File: src/rtl/rom_dl_sdram_ctrl.sv
`default_nettype none
// ============================================================================
//  Module   : rom_dl_sdram_ctrl
//  Purpose  : ROM download controller. Packs the data_io ioctl byte stream
//             into 16-bit SDRAM word writes, buffers them in a small FIFO and
//             issues them over a toggle req/ack write port. Each word carries
//             the index of the ROM region it belongs to. Produces the sticky
//             rom_loaded flag and a core reset that is held until the whole
//             download has drained into SDRAM.
//  Option   : `define DL_CHECKSUM_EN to build the 16-bit byte checksum
//             (o_dl_sum); without it o_dl_sum is tied to zero.
//  Ports    : i_clk_sys      system / SDRAM clock
//             i_reset        synchronous active-high reset
//             i_ioctl_*      data_io download stream (downl, wr, addr, dout)
//             i_user_reset   user reset request (status / button)
//             o_ram_addr     SDRAM word address (byte address [AW:1])
//             o_ram_din      write data {odd byte, even byte}
//             o_ram_ds       byte enables {odd, even}
//             o_ram_req      toggle request, i_ram_ack toggle acknowledge
//             o_ram_we       write outstanding or buffered
//             o_ram_region   region index of the current word
//             o_rom_loaded   sticky: a download completed and drained
//             o_core_reset   reset to the emulated core
//             o_dl_overflow  sticky: a word was lost to a full FIFO
//             o_dl_sum       byte checksum of the last download
//  Revision : 1.0  initial release
// ============================================================================
module rom_dl_sdram_ctrl #(
   parameter int                 AW         = 22,
   parameter int                 NREG       = 4,
   parameter logic [NREG*25-1:0] REG_END    = {25'h0040000, 25'h0010000,
                                               25'h0008000, 25'h0004000},
   parameter int                 FIFO_DEPTH = 4
) (
   input  logic          i_clk_sys,
   input  logic          i_reset,
   input  logic          i_ioctl_downl,
   input  logic          i_ioctl_wr,
   input  logic [24:0]   i_ioctl_addr,
   input  logic [7:0]    i_ioctl_dout,
   input  logic          i_user_reset,
   output logic [AW-1:0] o_ram_addr,
   output logic [15:0]   o_ram_din,
   output logic [1:0]    o_ram_ds,
   output logic          o_ram_req,
   input  logic          i_ram_ack,
   output logic          o_ram_we,
   output logic [2:0]    o_ram_region,
   output logic          o_rom_loaded,
   output logic          o_core_reset,
   output logic          o_dl_overflow,
   output logic [15:0]   o_dl_sum
);

   localparam int PW = $clog2(FIFO_DEPTH);
   localparam int CW = PW + 1;

   typedef struct packed {
      logic [2:0]    region;
      logic [1:0]    ds;
      logic [15:0]   din;
      logic [AW-1:0] addr;
   } entry_t;

   typedef enum logic [1:0] {
      S_IDLE = 2'd0,
      S_REQ  = 2'd1,
      S_WAIT = 2'd2
   } state_t;

   // Lowest region whose exclusive end lies above the byte address.
   function automatic logic [2:0] f_region(input logic [24:0] a);
      logic [2:0] r;
      r = 3'(NREG);
      for (int i = NREG - 1; i >= 0; i--) begin
         if (a < REG_END[i*25 +: 25]) r = 3'(i);
      end
      return r;
   endfunction

   // ------------------------------------------------------------------
   // Pair buffer and packing
   // ------------------------------------------------------------------
   logic        r_buf_valid;
   logic [24:0] r_buf_addr;
   logic [7:0]  r_buf_data;

   logic        w_match;
   logic        w_push_a;     // flush of the pair buffer as an even-only word
   logic        w_push_b;     // word built from the current odd byte
   logic        w_buf_load;
   logic        w_buf_clr;
   entry_t      w_word_a;
   entry_t      w_word_b;

   assign w_match = r_buf_valid && (r_buf_addr[24:1] == i_ioctl_addr[24:1]);

   always_comb begin
      w_push_a        = 1'b0;
      w_push_b        = 1'b0;
      w_buf_load      = 1'b0;
      w_buf_clr       = 1'b0;
      w_word_a.region = f_region(r_buf_addr);
      w_word_a.ds     = 2'b01;
      w_word_a.din    = {8'h00, r_buf_data};
      w_word_a.addr   = r_buf_addr[AW:1];
      w_word_b.region = f_region(i_ioctl_addr);
      w_word_b.ds     = 2'b10;
      w_word_b.din    = {i_ioctl_dout, 8'h00};
      w_word_b.addr   = i_ioctl_addr[AW:1];
      if (!i_ioctl_downl) begin
         // Download over: a lone even byte still waiting is written out.
         w_push_a  = r_buf_valid;
         w_buf_clr = 1'b1;
      end else if (i_ioctl_wr) begin
         if (!i_ioctl_addr[0]) begin
            w_push_a   = r_buf_valid;
            w_buf_load = 1'b1;
         end else if (w_match) begin
            w_push_b        = 1'b1;
            w_buf_clr       = 1'b1;
            w_word_b.region = f_region(r_buf_addr);
            w_word_b.ds     = 2'b11;
            w_word_b.din    = {i_ioctl_dout, r_buf_data};
         end else begin
            w_push_a  = r_buf_valid;
            w_push_b  = 1'b1;
            w_buf_clr = 1'b1;
         end
      end
   end

   always_ff @(posedge i_clk_sys) begin
      if (i_reset) begin
         r_buf_valid <= 1'b0;
         r_buf_addr  <= '0;
         r_buf_data  <= '0;
      end else if (w_buf_load) begin
         r_buf_valid <= 1'b1;
         r_buf_addr  <= i_ioctl_addr;
         r_buf_data  <= i_ioctl_dout;
      end else if (w_buf_clr) begin
         r_buf_valid <= 1'b0;
      end
   end

   // ------------------------------------------------------------------
   // Word FIFO, up to two pushes per cycle
   // ------------------------------------------------------------------
   entry_t          r_mem [FIFO_DEPTH];
   logic [PW-1:0]   r_wptr;
   logic [PW-1:0]   r_rptr;
   logic [CW-1:0]   r_count;

   logic            w_load;
   logic            w_toggle;
   logic            w_pop;
   logic [CW-1:0]   w_free;
   logic            w_wr0;
   logic            w_wr1;
   logic            w_lost;
   logic [1:0]      w_nacc;
   entry_t          w_word0;

   assign w_pop   = w_load;
   // Slots available this cycle, counting the one a concurrent pop releases.
   assign w_free  = CW'(FIFO_DEPTH) - r_count + CW'(w_pop);
   assign w_word0 = w_push_a ? w_word_a : w_word_b;
   assign w_wr0   = (w_push_a | w_push_b) & (w_free != '0);
   assign w_wr1   = w_push_a & w_push_b & (w_free >= CW'(2));
   assign w_lost  = ((w_push_a | w_push_b) & ~w_wr0) |
                    (w_push_a & w_push_b & ~w_wr1);
   assign w_nacc  = {1'b0, w_wr0} + {1'b0, w_wr1};

   always_ff @(posedge i_clk_sys) begin
      if (w_wr0) r_mem[r_wptr]        <= w_word0;
      if (w_wr1) r_mem[r_wptr + 1'b1] <= w_word_b;
   end

   always_ff @(posedge i_clk_sys) begin
      if (i_reset) begin
         r_wptr  <= '0;
         r_rptr  <= '0;
         r_count <= '0;
      end else begin
         r_wptr  <= r_wptr + PW'(w_nacc);
         r_rptr  <= r_rptr + PW'(w_pop);
         r_count <= r_count + CW'(w_nacc) - CW'(w_pop);
      end
   end

   // ------------------------------------------------------------------
   // Issue FSM
   // ------------------------------------------------------------------
   state_t r_state;
   state_t w_state_nxt;
   logic   r_ram_req;
   entry_t r_out;

   always_ff @(posedge i_clk_sys) begin
      if (i_reset) r_state <= S_IDLE;
      else         r_state <= w_state_nxt;
   end

   always_comb begin
      w_state_nxt = r_state;
      w_load      = 1'b0;
      w_toggle    = 1'b0;
      case (r_state)
         S_IDLE: begin
            if ((r_count != '0) && (r_ram_req == i_ram_ack)) begin
               w_load      = 1'b1;
               w_state_nxt = S_REQ;
            end
         end
         S_REQ: begin
            w_toggle    = 1'b1;
            w_state_nxt = S_WAIT;
         end
         S_WAIT: begin
            if (i_ram_ack == r_ram_req) w_state_nxt = S_IDLE;
         end
         default: w_state_nxt = S_IDLE;
      endcase
   end

   always_ff @(posedge i_clk_sys) begin
      if (i_reset) begin
         // Follow the port's ack so the first request after reset is clean
         // even when the SDRAM side was not reset with us.
         r_ram_req <= i_ram_ack;
         r_out     <= '0;
      end else begin
         if (w_load)   r_out     <= r_mem[r_rptr];
         if (w_toggle) r_ram_req <= ~r_ram_req;
      end
   end

   // ------------------------------------------------------------------
   // Status
   // ------------------------------------------------------------------
   logic w_busy;
   logic r_busy_d;
   logic r_seen_dl;
   logic r_rom_loaded;
   logic r_overflow;

   // The state term covers the cycle between popping the last word and
   // toggling ram_req, when FIFO, buffer and handshake all look idle.
   assign w_busy = i_ioctl_downl | (r_count != '0) | r_buf_valid |
                   (r_ram_req != i_ram_ack) | (r_state != S_IDLE);

   always_ff @(posedge i_clk_sys) begin
      if (i_reset) begin
         r_busy_d     <= 1'b0;
         r_seen_dl    <= 1'b0;
         r_rom_loaded <= 1'b0;
         r_overflow   <= 1'b0;
      end else begin
         r_busy_d <= w_busy;
         if (i_ioctl_downl)                      r_seen_dl    <= 1'b1;
         if (r_seen_dl && r_busy_d && !w_busy)   r_rom_loaded <= 1'b1;
         if (w_lost)                             r_overflow   <= 1'b1;
      end
   end

`ifdef DL_CHECKSUM_EN
   logic        r_downl_d;
   logic [15:0] r_sum;
   logic        w_acc;

   assign w_acc = i_ioctl_downl & i_ioctl_wr;

   always_ff @(posedge i_clk_sys) begin
      if (i_reset) begin
         r_downl_d <= 1'b0;
         r_sum     <= '0;
      end else begin
         r_downl_d <= i_ioctl_downl;
         if (i_ioctl_downl && !r_downl_d)
            r_sum <= w_acc ? {8'h00, i_ioctl_dout} : 16'h0000;
         else if (w_acc)
            r_sum <= r_sum + {8'h00, i_ioctl_dout};
      end
   end

   assign o_dl_sum = r_sum;
`else
   assign o_dl_sum = 16'h0000;
`endif

   assign o_ram_addr    = r_out.addr;
   assign o_ram_din     = r_out.din;
   assign o_ram_ds      = r_out.ds;
   assign o_ram_region  = r_out.region;
   assign o_ram_req     = r_ram_req;
   assign o_ram_we      = w_busy & ~i_reset;
   assign o_rom_loaded  = r_rom_loaded;
   assign o_core_reset  = i_reset | i_user_reset | ~r_rom_loaded | w_busy;
   assign o_dl_overflow = r_overflow;

endmodule
`default_nettype wire

File: config.mk
export PLATFORM = sky130hd
export DESIGN_NAME = rom_dl_sdram_ctrl
export DESIGN_NICKNAME = d
export VERILOG_FILES = /design/src/rtl/rom_dl_sdram_ctrl.sv
export SDC_FILE = /design/constraint.sdc
export NUM_CORES = 1
export LEC_CHECK = 0
export CORE_MARGIN = 5
export CORE_UTILIZATION = 40
export DETAILED_ROUTE_END_ITERATION = 10
export SLEW_MARGIN = 15
export SYNTH_ARGS = -nofsm -noshare
export SYNTH_HDL_FRONTEND = slang
export SYNTH_SLANG_ARGS = --single-unit
File: constraint.sdc
create_clock -name i_clk_sys -period 8.1 [get_ports i_clk_sys]
set_input_delay 1.62 -clock i_clk_sys [delete_from_list [all_inputs] [get_ports i_clk_sys]]
set_output_delay 1.62 -clock i_clk_sys [all_outputs]
set_load 0.02 [all_outputs]
==> results.py <==
metrics = {
    "floorplanning": {
        "core_area_mm2": 0.0289,
        "die-width_um": 181,
        "die_area_mm2": 0.0329,
        "die_height_um": 181,
        "ports": 103,
        "initial_core_util_pct": 40.7,
        "row_count": 62,
    },
    "setup_path": {
        "crit_chain": "clkdlybuf4s50_1 > xor2_1 > or3_1 > nor4_1 > nand3_1 > clkdlybuf4s50_1",
        "rr_startpoint": "o_ram_req",
        "timing_worst_setup_path_type": "in2out",
        "r2r-end": "r_count[2]",
        "critPathRequiredTime_ps": 6480,
        "worstPathBufferInverterCount": 2,
        "cp.arrival_ps": 3740,
        "crit_path_end_kind": "output port",
        "path_common_cell": "sky130_fd_sc_hd__clkdlybuf4s50_1",
        "start_kind": "input pin",
        "cp_slowest_cell": "sky130_fd_sc_hd__clkdlybuf4s50_1",
        "ff2ff_setup_slack_ps": 4060,
        "worst_path_dominant_cell_family": "buffers and inverters",
        "critical_path.max_fanout": 4,
        "timing.reg2reg.worst_path_depth": 20,
        "crit_path_largest_cell_delay_ps": 560,
    },
    "yosys": {
        "yosys_warn_count": 0,
        "postSynth.topFlopCell": "sky130_fd_sc_hd__edfxtp_1",
        "main_combinational_cell_family_by_area_after_synthesis": "compound AO/OA/AOI/OAI gates",
        "synthMuxAreaShare_pct": 8.33,
        "synth_area_in_adders_pct": 1.02,
        "syn_area_per_cell_um2": 12.3,
        "postSynthRegisterBits": 262,
        "mappedNetlistArea_mm2": 0.0118,
        "synth_largest_area_cell": "sky130_fd_sc_hd__edfxtp_1",
        "synth-compound-area-share_pct": 12.7,
        "yosys.cell_count.top_type": "sky130_fd_sc_hd__edfxtp_1",
        "synthXorXnorAreaFrac_pct": 2.31,
        "post_synth_inst_count": 958,
        "ys_top_cells_by_count": "sky130_fd_sc_hd__edfxtp_1, sky130_fd_sc_hd__nand2_1, sky130_fd_sc_hd__dfxtp_1",
        "share_of_synthesized_cell_area_in_and_or_nand_and_nor_gates_pct": 12.0,
        "async_flop_share_pct": 0,
        "post-synth-top-area-fraction_pct": 43.2,
        "yosys.cell_types.count": 53,
        "ranking_of_synthesized_cells_by_area": "sky130_fd_sc_hd__edfxtp_1, sky130_fd_sc_hd__dfxtp_1, sky130_fd_sc_hd__mux4_2",
        "synth_seq_area_share_pct": 59.0,
        "synth_edf_count": 169,
    },
    "clocking": {
        "postCtsHoldBufs": 0,
        "clk_latency_ps": 540,
        "clk_transition_reported_paths_ps": 60,
        "ctsLongestPathBuffers": 3,
        "htreeDepth": 1,
        "cts_resized": 0,
        "post-cts-setup-buffers": 0,
        "cts.root.buffer_cell": "sky130_fd_sc_hd__clkbuf_16",
        "cts_inserted_buffers": 28,
        "num_clock_sinks": 262,
        "tritoncts": "built",
    },
    "final_layout": {
        "finalNetCount": 1063,
        "area.growth.synth_to_final_pct": 18.7,
        "drive_above_1_share_pct": 12.5,
    },
    "power_and_ir_drop": {
        "pwr-share-comb_pct": 23.1,
        "p_seq_share_pct": 42.3,
        "net-switching-power_mw": 1.14,
        "intPower_mw": 2.90,
        "max_vdd_drop_uv": 178,
        "cellLeakagePower_nw": 4.74,
        "clock_power_share_pct": 34.7,
        "netSwitchingFraction_pct": 28.3,
        "p_per_area_mw_per_mm2": 290,
    },
    "detailed_routing": {
        "routed-via-count": 7631,
        "post-route-drc-count": 0,
        "antenna_violating_nets_post_route": 0,
        "drt_pass1_iterations": 4,
        "post_route_wl_um": 29300,
        "route.detailed.wl_per_inst_um": 20.6,
        "vias_per_cell": 5.36,
        "drt_first_iter_violations": 605,
    },
    "sta": {
        "slew_headroom_pct": 24.3,
        "min_period_over_period_pct": 66.2,
        "setup_repair_after_global_routing_missed_its_margin": "false",
        "timing_max_transition_violations_final": 0,
        "timing.clock.skew_ps": 10.6,
        "setup_viol": 0,
        "timing_worst_slew_pin_value_ps": 1140,
        "minimum_period_implied_by_the_final_worst_setup_slack_ps": 5360,
        "setup_tns_ps": 0,
        "finalHoldViolations": 0,
        "setup_slack_ps": 2740,
        "maxClockFrequency_mhz": 186,
    },
    "global_route": {
        "overflow": 0,
        "wire_length_of_the_first_global_routing_pass_um": 45500,
        "antenna_found_initial": 3,
        "grt_max_degree": 95,
        "grt_pass1_vias": 7771,
        "global_route.usage.total_pct": 17.5,
    },
    "run": {
        "cap_viol_max_count": 0,
    },
    "run_status": {
        "status": "completed",
    },
    "placement": {
        "io_buffers": 86,
        "placement.setup.worst_slack_ps": 2440,
        "detailedPlacementHpwl_um": 17200,
        "place.gp.congestion": 0.791,
    },
    "hold_path": {
        "worstHoldStart": "o_ram_addr[4]",
        "worst_hold_path_type": "reg2reg",
        "worst_hold_path.endpoint": "o_ram_addr[4]",
        "hold-path-cell-count": 2,
    },
}
==> layout by cell type (no fill, tap or decap), drive strengths merged, types with 4 or more instances in the layout <==
cell and count:
edfxtp 169, nand2 159, dfxtp 93, a22o 88
clkdlybuf4s50 85, a21oi 78, and2 58, mux4 43
clkbuf 37, xor2 26, buf 23, nor2 23
conb 16, inv 14, o22ai 11, nor4 11
nor2b 10, nor3b 9, clkinv 9, ha 8
bufinv 7, o21ai 6, xnor2 5, nand2b 5
or3 4, nor3 4, o32ai 4
==> flip-flops by register name (all words and copies together), names as in the netlist <==
register and cells:
o_dl_overflow 1, o_ram_addr 22, o_ram_din 16, o_ram_ds 2
o_ram_region 3, o_ram_req 1, o_rom_loaded 1, r_buf_addr 24
r_buf_data 8, r_buf_valid 1, r_busy_d 1, r_count 3
r_mem 172, r_rptr 2, r_seen_dl 1, r_state 2
r_wptr 2
==> power by group through the flow <==
stage	clock network, mW	registers, mW	logic, mW
3_3_place_gp	0	1.74	0.942
2_1_floorplan	0	1.75	0.597
4_1_cts	1.43	1.71	0.951
5_1_grt	1.50	1.73	1.02
6_report	1.40	1.71	0.933
3_5_place_dp	0	1.74	0.948
==> layer usage <==
| layer | share of wire [%] | track usage (%) | vias up | routed length [µm] |
|---|---|---|---|---|
| met5 | 0.082 | 0 | - | 24 |
| met4 | 1.6 | 3.99 | 4 | 460 |
| met3 | 5.5 | 2.96 | 40 | 1610 |
| met2 | 50 | 30.2 | 197 | 14500 |
| met1 | 43 | 23.2 | 3783 | 12600 |
| li1 | - | - | 3607 | - |
==> cells by family after synthesis <==
| group | after synthesis |
|---|---|
| AO/OA/AOI/OAI | 207 |
| XOR/XNOR | 31 |
| adder cells (fa/ha/maj) | 9 |
| buffers and inverters | 111 |
| flip-flops | 262 |
| multiplexers | 44 |
| other | 1 |
| AND/OR/NAND/NOR | 293 |
==> worst reg2reg max path: stages, from the launching register on <==
cell and delay (ps):
sky130_fd_sc_hd__edfxtp_1 410, sky130_fd_sc_hd__xor2_1 190, sky130_fd_sc_hd__or3_1 320, sky130_fd_sc_hd__nand2b_2 200, sky130_fd_sc_hd__ha_1 180, sky130_fd_sc_hd__inv_1 50, sky130_fd_sc_hd__ha_1 140, sky130_fd_sc_hd__xnor2_1 180
sky130_fd_sc_hd__nand3_1 120, sky130_fd_sc_hd__nand2_1 420, sky130_fd_sc_hd__inv_1 100, sky130_fd_sc_hd__ha_1 310, sky130_fd_sc_hd__inv_1 40, sky130_fd_sc_hd__ha_1 260, sky130_fd_sc_hd__inv_1 50, sky130_fd_sc_hd__ha_1 120
sky130_fd_sc_hd__inv_1 50, sky130_fd_sc_hd__fa_1 370, sky130_fd_sc_hd__xnor2_1 180, sky130_fd_sc_hd__xnor2_1 140, sky130_fd_sc_hd__nor2_1 50
==> how the worst max path moves through the flow <==
stage / endpoint / cells past startpoint / startpoint
after floorplan: r_mem[0][0] / 13 / i_ram_ack
after global placement: r_count[2] / 21 / i_ram_ack
after detailed placement: r_count[2] / 21 / i_ram_ack
after CTS: o_core_reset / 6 / i_ram_ack
after global routing: o_core_reset / 6 / i_ram_ack
final: o_core_reset / 6 / i_ram_ack
==> stage by stage <==
step                      area [µm²]  util (%)  hold slack (ps)  power (mW)  std cells
final                          14000      48.4              452        4.05       1423
after global routing           14000      48.4              470        4.26       1422
after CTS                      13900      48.3              455        4.10       1421
after detailed placement       12900      44.8              446        2.69       1369
after global placement         12900      44.8              444        2.68       1369
after floorplan                11800         -              438        2.34        973
==> cell type report <==
cell class,instances,area (µm²)
Fill cell,2581,14900
Sequential cell,262,6940
Multi-Input combinational cell,600,4430
Timing Repair Buffer,108,1020
Clock buffer,37,766
Tap cell,384,480
Clock inverter,15,254
Inverter,15,56.3
Antenna cell,2,5.00
(Power assumes the default switching activity.)
